<file path="src/rtl/interval_span_fill.sv">
// Scanline span filler: clips one (y, s..t) span to the screen and emits one
// framebuffer pixel write per accepted cycle, then a one-cycle done pulse.
module interval_span_fill #(
  parameter int CORDW = 10,
  parameter int COLRW = 12,
  parameter int H_RES = 640,
  parameter int V_RES = 480,
  parameter int ADDRW = 19
) (
  input  logic             clk,
  input  logic             rst_n,
  input  logic             in_valid,
  output logic             in_ready,
  input  logic [CORDW-1:0] y,
  input  logic [CORDW-1:0] s,
  input  logic [CORDW-1:0] t,
  input  logic [COLRW-1:0] colr,
  input  logic             fb_ready,
  output logic             fb_we,
  output logic [ADDRW-1:0] fb_addr,
  output logic [COLRW-1:0] fb_colr,
  output logic             done
);

  // state | meaning
  // IDLE  | waiting for a span, in_ready high
  // SETUP | clip span, compute line base address
  // FILL  | one pixel write per cycle while fb_ready
  // DONE  | one-cycle done pulse, then back to IDLE
  typedef enum logic [1:0] {IDLE, SETUP, FILL, DONE} state_t;

  localparam logic [CORDW-1:0] XMAX = CORDW'(H_RES - 1);
  localparam logic [CORDW-1:0] YMAX = CORDW'(V_RES - 1);

  state_t           state;
  logic [CORDW-1:0] y_r, s_r, t_r, x_cur, te;
  logic [COLRW-1:0] colr_r;
  logic [ADDRW-1:0] base;

  logic             empty;
  logic [CORDW-1:0] te_w;
  logic [ADDRW-1:0] base_w;

  always_comb begin
    empty  = (s_r > t_r) || (s_r > XMAX) || (y_r > YMAX);
    te_w   = (t_r > XMAX) ? XMAX : t_r;
    base_w = ADDRW'(y_r) * ADDRW'(H_RES);
  end

  always_ff @(posedge clk or negedge rst_n) begin
    if (!rst_n) begin
      state    <= IDLE;
      in_ready <= 1'b1;
      fb_we    <= 1'b0;
      fb_addr  <= '0;
      fb_colr  <= '0;
      done     <= 1'b0;
      y_r      <= '0;
      s_r      <= '0;
      t_r      <= '0;
      colr_r   <= '0;
      x_cur    <= '0;
      te       <= '0;
      base     <= '0;
    end else begin
      case (state)
        IDLE: begin
          if (in_valid && in_ready) begin
            y_r      <= y;
            s_r      <= s;
            t_r      <= t;
            colr_r   <= colr;
            in_ready <= 1'b0;
            state    <= SETUP;
          end
        end
        SETUP: begin
          x_cur <= s_r;
          te    <= te_w;
          base  <= base_w;
          if (empty) begin
            done  <= 1'b1;
            state <= DONE;
          end else begin
            // first write is presented straight out of SETUP
            fb_we   <= 1'b1;
            fb_addr <= base_w + ADDRW'(s_r);
            fb_colr <= colr_r;
            state   <= FILL;
          end
        end
        FILL: begin
          if (fb_ready) begin
            if (x_cur == te) begin
              fb_we <= 1'b0;
              done  <= 1'b1;
              state <= DONE;
            end else begin
              x_cur   <= x_cur + CORDW'(1);
              fb_addr <= base + ADDRW'(x_cur + CORDW'(1));
            end
          end
        end
        DONE: begin
          done     <= 1'b0;
          in_ready <= 1'b1;
          state    <= IDLE;
        end
        default: begin
          fb_we    <= 1'b0;
          done     <= 1'b0;
          in_ready <= 1'b1;
          state    <= IDLE;
        end
      endcase
    end
  end

endmodule

</file>
<file path="config.mk">
export PLATFORM = sky130hd
export DESIGN_NAME = interval_span_fill
export DESIGN_NICKNAME = d
export VERILOG_FILES = /design/src/rtl/interval_span_fill.sv
export SDC_FILE = /design/constraint.sdc
export NUM_CORES = 1
export LEC_CHECK = 0
export CAP_MARGIN = 20
export CORE_ASPECT_RATIO = 2
export CORE_MARGIN = 5
export CORE_UTILIZATION = 56
export CTS_CLUSTER_DIAMETER = 80
export DETAILED_ROUTE_END_ITERATION = 10
export GPL_ROUTABILITY_DRIVEN = 0
export PLACE_DENSITY_LB_ADDON = 0.25
export SYNTH_ARGS = -nofsm -noshare
export SYNTH_HDL_FRONTEND = slang
export SYNTH_SLANG_ARGS = --single-unit
</file>
<file path="constraint.sdc">
create_clock -name clk -period 3.8 [get_ports clk]
set_clock_uncertainty 0.1 [all_clocks]
set_input_delay 0.76 -clock clk [delete_from_list [all_inputs] [get_ports clk]]
set_output_delay 0.76 -clock clk [all_outputs]
set_load 0.02 [all_outputs]
</file>
==> results.toml <==
[layout]
drive_above_1_share_pct = 16.91
syn_to_final_growth_pct = 19.72
final_util_pct = 68.89
antenna_cells = 0
final_common_cell = "dfrtp_1"
nNetsFinal = 701
layout_common_cells = "109 x dfrtp_1, 78 x clkdlybuf4s50_1, 59 x mux2_2"
design_area_um2 = 7263

[synth]
synth_edf_count = 0
synth-seq-area-share_pct = 45.39
muxShareOfSynthArea_pct = 15.16
synth_ff_type = "dfrtp_1"
yosys.area_share.adder_pct = 8.290
async_reset_ff_share_pct = 100.0
postSynthCellCount = 543
synth-xor-area-share_pct = 5.465
avgSynthCellArea_um2 = 11.17
synth_simple_gate_area_share_pct = 10.15
syn-cell-area_um2 = 6067
synth.distinct_cells = 67
synth-compound-area-share_pct = 12.39
synth_top_family_by_area = "multiplexers"
synth.area.top_cells = "dfrtp_1 45%, mux2_2 11%, ha_1 7.6%"
synth.net_count = 628
ys_seq_elements = 110
synth_top_area_share_pct = 44.96
synth_top_area_cell = "dfrtp_1"
ys_warn_count = 0

[clock_tree]
cts.htree.levels = 3
cts_setup_buffers = 0
cts_inserted_buffers = 9
cts_tree = "done"
cts.repair.resized = 0
clkSlewWorstSetupHoldPaths_ns = 0.07
cts_buffer_depth = 2
clock_latency_ns = 0.35
ctsHoldBuffers = 0
root_buffer = "clkbuf_16"
cts.sinks = 110

[critical_path]
crit_start = "y_r[1]$_DFFE_PN0P_"
r2r_cells = 10
crit_fanout = 5
worstSetupStartpointType = "flop"
cp_data_required_time_ns = 3.91
r2r-start = "y_r[1]$_DFFE_PN0P_"
critPathKind = "reg -> reg"
critPathArrivalTime_ns = 3.24
end_kind = "flop"

[route]
totalWireLength_um = 13760
drc = 0
ant_nets = 0
drtIter0Drc = 263
dr_total_vias = 4444
first_pass_iters = 4
vias_per_cell = 5.863
wl_per_cell_um = 18.15

[floorplan]
core_region_area_um2 = 10540
dieArea_um2 = 13140
dieHeight_um = 157.2
fp-row-count = 53
ios = 80
die_w_um = 83.60
initial_core_util_pct = 57.54

[sta]
tns_ns = 0
slew_viol_final = 0
setup_violations = 0
final-hold-violation-count = 0
finalCritPeriodShare_pct = 82.37
relSlewSlack_pct = 57.88
worst_slew_pin_slew_ns = 0.6319
max_freq_mhz = 319.5
fin_crit_ns = 3.130
rsz0062_at_grt = "false"
setup_ws_ns = 0.6698

[placement]
dpl-instance-area_um2 = 6964
dp_hpwl_um = 10470
dp_worst_setup_slack_ns = 0.6951
port_buffers = 79

[outcome]
outcome = "finished clean"

[grt]
grt_pass1_vias = 4706
grt_util_all_layers_pct = 21.58
antenna_found_initial = 0
grt_max_degree = 50
grt_pass1_wl_um = 22470
grt-ovfl-total = 0

[flow_run]
maxCapViolations = 0

[pwr]
p_leak_nw = 3.466
peakVddDrop_mv = 0.2958
powerDensity_nw_per_um2 = 362.9

[worst_hold_path]
hold_class = "in -> async"
[path summary, 6_finish.rpt]
| kind | slack [ns] | end |
|---|---|---|
| max | 0.67 | fb_addr[17]$_DFFE_PN0P_ |
| min | 0.33 | base[17]$_DFFE_PN0N_ |
| max reg2reg | 0.67 | fb_addr[17]$_DFFE_PN0P_ |
| min reg2reg | 0.38 | fb_addr[11]$_DFFE_PN0P_ |
| max in group asynchronous | 2.40 | base[11]$_DFFE_PN0N_ |
| min in group clk | 0.38 | fb_addr[11]$_DFFE_PN0P_ |
[synth_stat cells (7+ instances only)]
master / instances
dfrtp_1: 109
mux2_2: 59
nand2_1: 41
ha_1: 37
nor2_1: 26
xnor2_1: 26
a21oi_1: 21
inv_1: 21
o21ai_0: 19
o21ai_1: 17
mux2_1: 16
nand3_1: 15
clkbuf_1: 12
xor2_1: 10
a21o_1: 7
o22a_1: 7
[metrics by stage]
stage	hold slack (ns)	total power [mW]	cells
final	0.3261	2.636	758
after global routing	0.3716	2.773	758
after CTS	0.3465	2.658	758
after detailed placement	0.3692	1.710	742
after global placement	0.3636	1.697	742
after floorplan	0.3585	1.536	543
[metal layers]
metal  GRT usage (%)  share of wire [%]  vias to the layer above
li1                -                  -                     2096
met1           22.40                 37                     2191
met2           40.37                 54                      119
met3           4.243                4.0                       38
met4           11.50                4.8                        0
met5               0                  0                        -
[power by group]
group          total [mW]  switching, mW  leakage [nW]  internal [mW]
clock network       0.951          0.433         0.147          0.518
logic               0.389          0.185          1.82          0.205
registers            1.30         0.0689          1.50           1.23
[flip-flops by register name, indices dropped and copies added (netlist names), 2 cells and up]
name     count
fb_addr     19
te          10
x_cur       10
fb_colr     12
state        2
base        12
colr_r      12
y_r         10
s_r         10
t_r         10
[cell families (layout without fill, tap and decap cells)]
group,after synthesis,count (layout)
AOI/OAI and AO/OA,108,108
xor gates and xnor gates,37,37
adders and majority gates,39,39
buffers and inverters,44,122
DFF,110,110
muxes,82,82
and+or+nand+nor,123,123
[area by class of cell]
cell class                      count  area, um2
Fill cell                         773       3281
Multi-Input combinational cell    389       3127
Sequential cell                   110       2754
Timing Repair Buffer               85      833.3
Clock buffer                       10      229.0
Tap cell                          137      171.4
Inverter                           21      78.83
Clock inverter                      6      70.07
[worst max-delay path: stages, from the launching register on]
cell and delay, ns:
dfrtp_1 0.42, ha_1 0.30, ha_1 0.24, fa_1 0.46, a211oi_2 0.35, o22ai_1 0.19
nor4_1 0.40, nand4_1 0.17, xnor2_1 0.16, mux2i_1 0.13, o21ai_1 0.09
No activity file was read; power rests on OpenSTA's default activity.
